===== src/rtl/adc_serial_ctrl_if.sv =====
// Datapath-side bus of the serial ADC controller: trigger controls in, word and strobes out.
`timescale 1ns/1ps
interface adc_serial_ctrl_if #(
    parameter int unsigned DATA_W = 16
);
    logic              start;
    logic              auto_en;
    logic              ready;
    logic [DATA_W-1:0] data;
    logic              data_valid;
    logic              frame_err;
    logic              timeout_err;

    // Datapath side: requests conversions, consumes words and strobes
    modport master (
        output start, auto_en,
        input  ready, data, data_valid, frame_err, timeout_err
    );

    // Controller side
    modport slave (
        input  start, auto_en,
        output ready, data, data_valid, frame_err, timeout_err
    );
endinterface


===== src/rtl/adc_serial_ctrl.sv =====
// Conversion controller for an asynchronous busy/self-clocked serial ADC:
// triggers conversions, synchronizes busy/sclk/sdout and deserializes MSB-first words.
`timescale 1ns/1ps
module adc_serial_ctrl #(
    parameter int unsigned DATA_W      = 16,
    parameter int unsigned SYNC_STAGES = 2,
    parameter int unsigned TIMEOUT     = 4096,
    parameter int unsigned AUTO_PERIOD = 1000
) (
    input  logic             clk,
    input  logic             rst,
    adc_serial_ctrl_if.slave bus,
    output logic             adc_nconv,
    input  logic             adc_busy,
    input  logic             adc_sclk,
    input  logic             adc_sdout
);
    localparam int unsigned CNT_W = $clog2(DATA_W + 2);
    localparam int unsigned TMO_W = $clog2(TIMEOUT + 1);
    localparam int unsigned TMR_W = $clog2(AUTO_PERIOD + 1);

    typedef enum logic [2:0] {
        S_IDLE,
        S_CONV,
        S_SHIFT,
        S_DONE,
        S_ABORT
    } state_e;

    state_e state_q, state_d;

    logic [SYNC_STAGES-1:0] busy_sync_q, busy_sync_d;
    logic [SYNC_STAGES-1:0] sclk_sync_q, sclk_sync_d;
    logic [SYNC_STAGES-1:0] sdout_sync_q, sdout_sync_d;
    logic                   busy_prev_q, busy_prev_d;
    logic                   sclk_prev_q, sclk_prev_d;
    logic [TMR_W-1:0]       tmr_q, tmr_d;
    logic [TMO_W-1:0]       tmo_q, tmo_d;
    logic [CNT_W-1:0]       cnt_q, cnt_d;
    logic [DATA_W-1:0]      shift_q, shift_d;
    logic [DATA_W-1:0]      data_q, data_d;
    logic                   ready_q, ready_d;
    logic                   nconv_q, nconv_d;
    logic                   valid_q, valid_d;
    logic                   ferr_q, ferr_d;
    logic                   terr_q, terr_d;

    logic busy_s, sclk_s, sdout_s;
    logic busy_rise_c, busy_fall_c, sclk_rise_c;
    logic auto_tick_c, trig_c, tmo_hit_c;

    assign busy_s  = busy_sync_q[SYNC_STAGES-1];
    assign sclk_s  = sclk_sync_q[SYNC_STAGES-1];
    assign sdout_s = sdout_sync_q[SYNC_STAGES-1];

    assign busy_rise_c = busy_s & ~busy_prev_q;
    assign busy_fall_c = ~busy_s & busy_prev_q;
    assign sclk_rise_c = sclk_s & ~sclk_prev_q;

    assign auto_tick_c = bus.auto_en && (tmr_q == TMR_W'(AUTO_PERIOD - 1));
    assign trig_c      = bus.start || auto_tick_c;
    assign tmo_hit_c   = (tmo_q == TMO_W'(TIMEOUT - 1));

    assign bus.ready       = ready_q;
    assign bus.data        = data_q;
    assign bus.data_valid  = valid_q;
    assign bus.frame_err   = ferr_q;
    assign bus.timeout_err = terr_q;
    assign adc_nconv       = nconv_q;

    // State register
    always_ff @(posedge clk) begin
        if (rst) begin
            state_q <= S_IDLE;
        end else begin
            state_q <= state_d;
        end
    end

    // Next-state: busy edges take priority over a coincident timeout
    always_comb begin
        state_d = state_q;
        case (state_q)
            S_IDLE:  if (trig_c) state_d = S_CONV;
            S_CONV: begin
                if (busy_rise_c)    state_d = S_SHIFT;
                else if (tmo_hit_c) state_d = S_ABORT;
            end
            S_SHIFT: begin
                if (busy_fall_c)    state_d = S_DONE;
                else if (tmo_hit_c) state_d = S_ABORT;
            end
            S_DONE:  state_d = S_IDLE;
            S_ABORT: state_d = S_IDLE;
            default: state_d = S_IDLE;
        endcase
    end

    // Datapath and registered outputs, all derived from the state being entered
    always_comb begin
        busy_sync_d  = {busy_sync_q[SYNC_STAGES-2:0], adc_busy};
        sclk_sync_d  = {sclk_sync_q[SYNC_STAGES-2:0], adc_sclk};
        sdout_sync_d = {sdout_sync_q[SYNC_STAGES-2:0], adc_sdout};
        busy_prev_d  = busy_s;
        sclk_prev_d  = sclk_s;
        tmr_d        = '0;
        tmo_d        = '0;
        cnt_d        = cnt_q;
        shift_d      = shift_q;

        if (bus.auto_en && !auto_tick_c) tmr_d = tmr_q + TMR_W'(1);

        if ((state_d == S_CONV || state_d == S_SHIFT) && state_d == state_q) begin
            tmo_d = tmo_q + TMO_W'(1);
        end

        if (state_q == S_IDLE && state_d == S_CONV) begin
            cnt_d   = '0;
            shift_d = '0;
        end else if (state_q == S_SHIFT && sclk_rise_c && cnt_q != CNT_W'(DATA_W + 1)) begin
            if (cnt_q < CNT_W'(DATA_W)) shift_d = {shift_q[DATA_W-2:0], sdout_s};
            cnt_d = cnt_q + CNT_W'(1);
        end

        ready_d = (state_d == S_IDLE);
        nconv_d = (state_d != S_CONV);
        valid_d = (state_d == S_DONE) && (cnt_d == CNT_W'(DATA_W));
        ferr_d  = (state_d == S_DONE) && (cnt_d != CNT_W'(DATA_W));
        terr_d  = (state_d == S_ABORT);
        data_d  = valid_d ? shift_d : data_q;
    end

    // Datapath and output registers
    always_ff @(posedge clk) begin
        if (rst) begin
            busy_sync_q  <= '0;
            sclk_sync_q  <= '0;
            sdout_sync_q <= '0;
            busy_prev_q  <= 1'b0;
            sclk_prev_q  <= 1'b0;
            tmr_q        <= '0;
            tmo_q        <= '0;
            cnt_q        <= '0;
            shift_q      <= '0;
            data_q       <= '0;
            ready_q      <= 1'b1;
            nconv_q      <= 1'b1;
            valid_q      <= 1'b0;
            ferr_q       <= 1'b0;
            terr_q       <= 1'b0;
        end else begin
            busy_sync_q  <= busy_sync_d;
            sclk_sync_q  <= sclk_sync_d;
            sdout_sync_q <= sdout_sync_d;
            busy_prev_q  <= busy_prev_d;
            sclk_prev_q  <= sclk_prev_d;
            tmr_q        <= tmr_d;
            tmo_q        <= tmo_d;
            cnt_q        <= cnt_d;
            shift_q      <= shift_d;
            data_q       <= data_d;
            ready_q      <= ready_d;
            nconv_q      <= nconv_d;
            valid_q      <= valid_d;
            ferr_q       <= ferr_d;
            terr_q       <= terr_d;
        end
    end
endmodule


===== src/flat_wrapper.sv =====
// flat-port wrapper written by rule: the top's interface ports become plain ports
module adc_serial_ctrl_flat 
#(
    parameter int unsigned DATA_W      = 16,
    parameter int unsigned SYNC_STAGES = 2,
    parameter int unsigned TIMEOUT     = 4096,
    parameter int unsigned AUTO_PERIOD = 1000
)
  (clk, rst, adc_nconv, adc_busy, adc_sclk, adc_sdout, bus_start, bus_auto_en, bus_ready, bus_data, bus_data_valid, bus_frame_err, bus_timeout_err);
  adc_serial_ctrl_if #(.DATA_W(DATA_W)) bus_i ();
  input  logic clk;
  input  logic rst;
  output logic adc_nconv;
  input  logic adc_busy;
  input  logic adc_sclk;
  input  logic adc_sdout;
  input wire logic [$bits(bus_i.start)-1:0] bus_start;
  input wire logic [$bits(bus_i.auto_en)-1:0] bus_auto_en;
  output wire logic [$bits(bus_i.ready)-1:0] bus_ready;
  output wire logic [$bits(bus_i.data)-1:0] bus_data;
  output wire logic [$bits(bus_i.data_valid)-1:0] bus_data_valid;
  output wire logic [$bits(bus_i.frame_err)-1:0] bus_frame_err;
  output wire logic [$bits(bus_i.timeout_err)-1:0] bus_timeout_err;
  assign bus_i.start = bus_start;
  assign bus_i.auto_en = bus_auto_en;
  assign bus_ready = bus_i.ready;
  assign bus_data = bus_i.data;
  assign bus_data_valid = bus_i.data_valid;
  assign bus_frame_err = bus_i.frame_err;
  assign bus_timeout_err = bus_i.timeout_err;
  adc_serial_ctrl #(.DATA_W(DATA_W), .SYNC_STAGES(SYNC_STAGES), .TIMEOUT(TIMEOUT), .AUTO_PERIOD(AUTO_PERIOD)) u_core (.clk(clk), .rst(rst), .bus(bus_i), .adc_nconv(adc_nconv), .adc_busy(adc_busy), .adc_sclk(adc_sclk), .adc_sdout(adc_sdout));
endmodule

===== config.mk =====
export PLATFORM = sky130hd
export DESIGN_NAME = adc_serial_ctrl_flat
export DESIGN_NICKNAME = d
export VERILOG_FILES = /design/src/rtl/adc_serial_ctrl_if.sv /design/src/rtl/adc_serial_ctrl.sv /design/src/flat_wrapper.sv
export SDC_FILE = /design/constraint.sdc
export NUM_CORES = 1
export LEC_CHECK = 0
export BUFFER_PORTS_ARGS = -buffer_cell sky130_fd_sc_hd__buf_4
export CORE_ASPECT_RATIO = 1.1
export CORE_MARGIN = 2
export CORE_UTILIZATION = 58
export CTS_CLUSTER_DIAMETER = 120
export DETAILED_ROUTE_END_ITERATION = 8
export GPL_TIMING_DRIVEN = 0
export PLACE_DENSITY = 0.78
export SYNTH_ARGS = -nofsm -noshare
export SYNTH_HDL_FRONTEND = slang
export SYNTH_SLANG_ARGS = --single-unit

===== constraint.sdc =====
create_clock -name clk -period 2.5 [get_ports clk]
set_input_delay 0.75 -clock clk [delete_from_list [all_inputs] [get_ports clk]]
set_output_delay 0.75 -clock clk [all_outputs]
set_load 0.1 [all_outputs]

==> results.md, run 1 <==
- Number of port buffers: 27
- Post-CTS sizing: 0
- Slowest cell on crit path: dfxtp_1
- First-pass GRT wire length: roughly 8500 µm
- Top cells by area, synth: dfxtp_1 (50%), nor2b_1 (6.2%), mux2_2 (5.9%), mux2i_1 (5.6%), nor2_1 (5.5%)
- Fillers: roughly 410
- Depth of the CTS H-tree: 3
- Row count: 27
- Mapped cell area: between 0.003 and 0.004 mm²
- Root Buffer: clkbuf_8
- Fin crit share: 0.896
- Fin. max-slew vios: 0
- CTS sink count: 76
- Clock transition at path regs: 70 ps
- Vias in the first global route: ~2000
- Maximum vdd ir drop: roughly 550 µV
- Synthesized Nets: 314
- CP Capture Type: flip-flop
- Worst skew pair latency: 330 ps
- First drt pass iteration count: 4
- Clock Tree Buf Depth: 2
- Final Hold Vio Count: 0
- Unrepaired setup endpoints after global routing: false
- Gr usage total: 0.188
- Status: completed
- Total Die Area: about 0.006 mm²
- Setup violators final: 0
- Inserted Diodes: 0
- ANT nets after route: 0
- Clk_skew: 9.18 ps
- Netlist cell types: 47
- Sequential fraction of the synthesis area: 0.499
- Initial antenna violation count: 0
- Final net count: around 350
- Initial Util: 0.606
- HP Class: flip-flop to flip-flop
- Drt drc: 0
- Worst EP arrival: between 2000 and 2500 ps
- Top_reg_cell synth: dfxtp_1
- Routed len/inst: 12.5 µm
- Synth Instances: a little over 300
- Hold Worst Slack: between 400 and 500 ps
- Number of I/O pins: 28
- Pwr Density: 635 mW/mm²
- Core Region: just over 0.005 mm²
- Total CTS buffers: 9
- 1st-iter DRT viols: 88
- CP peak stage delay: 440 ps
- Leakage power: around 1.5 nW
- Largest net degree at the start of global routing: 12
- DR vias: 2141
- Die Y-Extent: approximately 80 µm
- Max-Slew Margin vs Limit: 0.536
- Fmax: 0.446 GHz
- Max cap viols: 0
- Crit path max fanout: 7
- Yosys warns: 0
- Die Span X: between 70 and 80 µm
- Synth top area share: 0.499
- Syn Area/Cell: approximately 10 µm²
- DP Wirelength: approximately 3500 µm
- CTS Hold Bufs: 0
- Commonest non-fill, non-tap cells in the layout: dfxtp_1 (76), nor2_1 (45), nor2b_1 (30)
- Yosys top cell by area: dfxtp_1
- Slew of the pin with the lowest slew margin: approximately 690 ps
- Setup Crit Path Kind: flip-flop to flip-flop
- Seq cells post-synth: 76
- Number of flops mapped to enable cells by yosys: 0
- DR vias/cell: about 5.3
- Final wirelength: just over 5000 µm
- Post-layout util: 0.701
- CP Launch Type: flip-flop
- Area Overhead vs Synth: 15.7%
- Data required time of the critical path: 2720 ps
- Commonest non-fill, non-tap cell in the layout: dfxtp_1
- RD Place Congestion: 0.816
- Share of layout cells above drive strength 1: 0.182
- Post-layout min period: between 2000 and 2500 ps
- Grt ovf: 0
- Post-synth ARST share: 0
- CTS tree: built
- CP Cell Sequence: inv_1, ha_1, nand4bb_1, nand3_1, mux2i_1, a311oi_4, buf_4, mux2_2
-- power breakdown --
part / switching [mW] / internal, mW
Clock: 0.397 / 0.519
Sequential: 0.00921 / 1.22
Combinational: 0.0641 / 0.0292
-- cell usage after synthesis (all sizes together), types with 2 or more instances --
cell	number
clkbuf	7
nand3	9
and3	7
a211oi	2
or3	4
mux2i	17
dfxtp	76
a31oi	3
inv	6
nor3	4
nor4b	2
buf	3
o21ai	3
nor2b	30
nand2b	5
nand4	5
a311oi	2
mux2	16
a21oi	5
and2	2
nand3b	3
xnor2	11
xor2	8
nand2	9
ha	4
nor2	45
-- registers in the layout, summed over array words and instances, names as in the netlist --
signal,cells
u_core.tmr_q,10
u_core.bus.data_valid,1
u_core.cnt_q,5
u_core.bus.data,16
u_core.sclk_prev_q,1
u_core.tmo_q,13
u_core.adc_nconv,1
u_core.sdout_sync_q,2
u_core.state_q,3
u_core.shift_q,16
u_core.busy_prev_q,1
u_core.bus.timeout_err,1
u_core.bus.ready,1
u_core.bus.frame_err,1
u_core.busy_sync_q,2
u_core.sclk_sync_q,2
-- stage by stage --
step	std cells	TNS, ps	setup WS [ps]	power (mW)	area [µm²]
after floorplan	303	0	239	1.33	3050
after global placement	388	-144	-17.7	1.35	3330
after detailed placement	388	-428	-56.5	1.36	3330
after CTS	405	0	270	2.26	3530
after global routing	405	0	124	2.32	3530
final	405	0	259	2.24	3530
-- routing by layer --
| layer | global-route usage | up-vias | wire [µm] | share of wire |
|---|---|---|---|---|
| met1 | 0.224 | 987 | 2360 | 0.47 |
| met5 | 0 | - | 0 | 0 |
| li1 | - | 1111 | - | - |
| met2 | 0.302 | 28 | 2420 | 0.48 |
| met3 | 0.0502 | 15 | 155 | 0.031 |
| met4 | 0.106 | 0 | 123 | 0.024 |
-- cell families (layout without fill, tap and decap cells) --
group                    Yosys count  count (layout)  share of synthesized area
AND/OR/NAND/NOR                  132             132                      0.235
flip-flops                        76              76                      0.499
adder cells (fa/ha/maj)            4               4                     0.0164
buffers and inverters             16              60                     0.0226
AO/OA/AOI/OAI                     23              23                     0.0574
multiplexers                      33              33                      0.115
XOR/XNOR                          19              19                     0.0546
-- worst paths after layout --
path,from,endpoint,slack (ps),cells past startpoint
worst max-delay path,u_core.cnt_q[1],u_core.bus.data[7],260,8
worst min-delay path,u_core.busy_sync_q[0],u_core.busy_sync_q[1],440,1
worst max register to register,u_core.cnt_q[1],u_core.bus.data[7],260,8
worst min register to register,u_core.busy_sync_q[0],u_core.busy_sync_q[1],440,1
-- timing repair --
| action | 4_1_cts | 5_1_grt |
|---|---|---|
| hold endpoints to repair | 0 | 0 |
| buffers inserted | 1 | 0 |
| setup endpoints to repair | 9 | 0 |
-- critical path, delay by kind of cell (launching register included) --
family,cells,cell delay [ps]
buffers and inverters,2,290
AOI/OAI and AO/OA,1,310
muxes,2,550
adders and majority gates,1,180
DFF,1,440
and+or+nand+nor,2,350
-- cell type report --
class / instances / area [µm²] / share of cell area
Multi-Input combinational cell: 211 / 1460 / 0.414
Timing Repair Buffer: 28 / 210 / 0.0596
Clock inverter: 1 / 30.0 / 0.00851
Buffer: 10 / 46.3 / 0.0131
Tap cell: 58 / 72.6 / 0.0206
Sequential cell: 76 / 1520 / 0.431
Inverter: 6 / 22.5 / 0.00638
Clock buffer: 15 / 166 / 0.0471
(Power assumes the default switching activity.)
==> inputs of run 2 (changes only) <==
--- a/config.mk
+++ b/config.mk
@@ -12,6 +12,7 @@
 export CTS_CLUSTER_DIAMETER = 120
 export DETAILED_ROUTE_END_ITERATION = 8
 export GPL_TIMING_DRIVEN = 0
+export MAX_ROUTING_LAYER = met4
 export PLACE_DENSITY = 0.78
 export SYNTH_ARGS = -nofsm -noshare
 export SYNTH_HDL_FRONTEND = slang
==> results.md, run 2 (synthesis gave the netlist of run 1 again) <==
- Number of I/O pins: 28
- Dpl ws: -56.5 ps
- Grt ovf: 0
- CTS tree: built
- DP Wirelength: ~3500 µm
- Slowest cell on crit path: dfxtp_1
- Core Region: a little over 0.005 mm²
- Initial antenna violation count: 0
- Crit path max fanout: 7
- Max-Slew Margin vs Limit: 0.536
- CTS sink count: 76
- Int Power: ~1.8 mW
- Switching pwr: between 400 and 500 µW
- Max cap viols: 0
- Final Hold Vio Count: 0
- DR vias/cell: 5.29
- Gr usage total: 0.193
- Fin. max-slew vios: 0
- Unrepaired setup endpoints after global routing: false
- DR vias: about 2100
- CP Cell Sequence: inv_1, ha_1, nand4bb_1, nand3_1, mux2i_1, a311oi_4, buf_4, mux2_2
- Data required time of the critical path: between 2000 and 3000 ps
- Fmax: roughly 0.45 GHz
- Leakage power: roughly 1.5 nW
- Final setup margin: around 260 ps
- CP Launch Type: flip-flop
- Hold Worst Slack: roughly 440 ps
- Share of layout cells above drive strength 1: 0.182
- Root Buffer: clkbuf_8
- Commonest non-fill, non-tap cells in the layout: dfxtp_1 (76), nor2_1 (45), nor2b_1 (30)
- Commonest non-fill, non-tap cell in the layout: dfxtp_1
- RD Place Congestion: 0.828
- Clock Tree Buf Depth: 2
- First drt pass iteration count: 4
- HP Class: flip-flop to flip-flop
- Total CTS buffers: 9
- First-pass GRT wire length: 8530 µm
- CTS Hold Bufs: 0
- Maximum vdd ir drop: between 500 and 600 µV
- Comb pwr share: 0.042
- Pwr Density: about 640 mW/mm²
- Clock Power Share: 0.408
- Clk_skew: between 9 and 10 ps
- Total Die Area: ~0.006 mm²
- Largest net degree at the start of global routing: 12
- Die Span X: 73.1 µm
- Clock transition at path regs: 70 ps
- Worst EP arrival: about 2500 ps
- Fin crit share: 0.896
- Setup Crit Path Kind: flip-flop to flip-flop
- Sw frac: 0.210
- Depth of the CTS H-tree: 3
- CP peak stage delay: 440 ps
- Worst skew pair latency: between 300 and 400 ps
- Seq pwr share: 0.550
- 1st-iter DRT viols: 88
- Final net count: 353
- Vias in the first global route: between 1500 and 2000
- Post-layout min period: ~2200 ps
- Number of port buffers: 27
- Reg2reg setup slack: between 200 and 300 ps
- Final wirelength: between 5000 and 6000 µm
- Die Y-Extent: 80.1 µm
- Inserted Diodes: 0
- Drt drc: 0
- Slew of the pin with the lowest slew margin: 690 ps
- Row count: 27
- ANT nets after route: 0
- Routed len/inst: about 12 µm
- Status: completed
- Area Overhead vs Synth: 15.7%
- Initial Util: 0.606
- Setup violators final: 0
- CP Capture Type: flip-flop
-- run 2: cell counts in the layout (fill, tap and decap cells not counted) --
No cell type changed its count.
-- run 2: power groups by stage --
stage                     Clock (mW)  Sequential [mW]  Combinational (mW)
final                          0.916             1.23              0.0933
after global routing           0.986             1.23               0.103
after CTS                      0.934             1.23              0.0949
after detailed placement           0             1.26              0.0948
after global placement             0             1.26              0.0936
after floorplan                    0             1.28              0.0442
-- run 2: path summary, 6_finish.rpt --
| check | from | cells past startpoint | to |
|---|---|---|---|
| worst min-delay path | u_core.busy_sync_q[0] | 1 | u_core.busy_sync_q[1] |
| worst max-delay path | u_core.cnt_q[1] | 8 | u_core.bus.data[7] |
| worst min register to register | u_core.busy_sync_q[0] | 1 | u_core.busy_sync_q[1] |
| worst max register to register | u_core.cnt_q[1] | 8 | u_core.bus.data[7] |
-- run 2: through the flow --
step	power [mW]	setup TNS (ps)	area [µm²]	utilization	std cells
detailed placement	1.36	-428	3330	0.661	388
floorplan	1.33	0	3050	-	303
global placement	1.35	-144	3330	0.661	388
global route	2.32	0	3530	0.701	405
finish	2.24	0	3530	0.701	405
CTS	2.26	0	3530	0.701	405
-- run 2: area by class of cell --
class | count | area [µm²]
Sequential cell | 76 | 1520
Fill cell | 407 | 1500
Multi-Input combinational cell | 211 | 1460
Timing Repair Buffer | 28 | 210
Clock buffer | 15 | 166
Tap cell | 58 | 72.6
Buffer | 10 | 46.3
Clock inverter | 1 | 30.0
Inverter | 6 | 22.5
-- run 2: worst max-delay path, delay by kind of cell, from the launching register on --
family,cells,cell delay (ps)
flops,1,440
compound gates,1,310
buf+inv,2,290
mux,2,550
fa+ha+maj,1,180
simple gates,2,350
-- run 2: per-layer routing --
layer | vias to the layer above | routed length [µm] | track usage
li1 | 1111 | - | -
met1 | 987 | 2360 | 0.224
met2 | 28 | 2420 | 0.302
met3 | 15 | 155 | 0.0502
met4 | 0 | 116 | 0.106
met5 | - | 0 | -
-- run 2: timing repair --
item	in CTS	in global routing
resized for setup	0	0
hold endpoints to repair	0	0
setup buffers	1	0
setup endpoints to repair	9	0
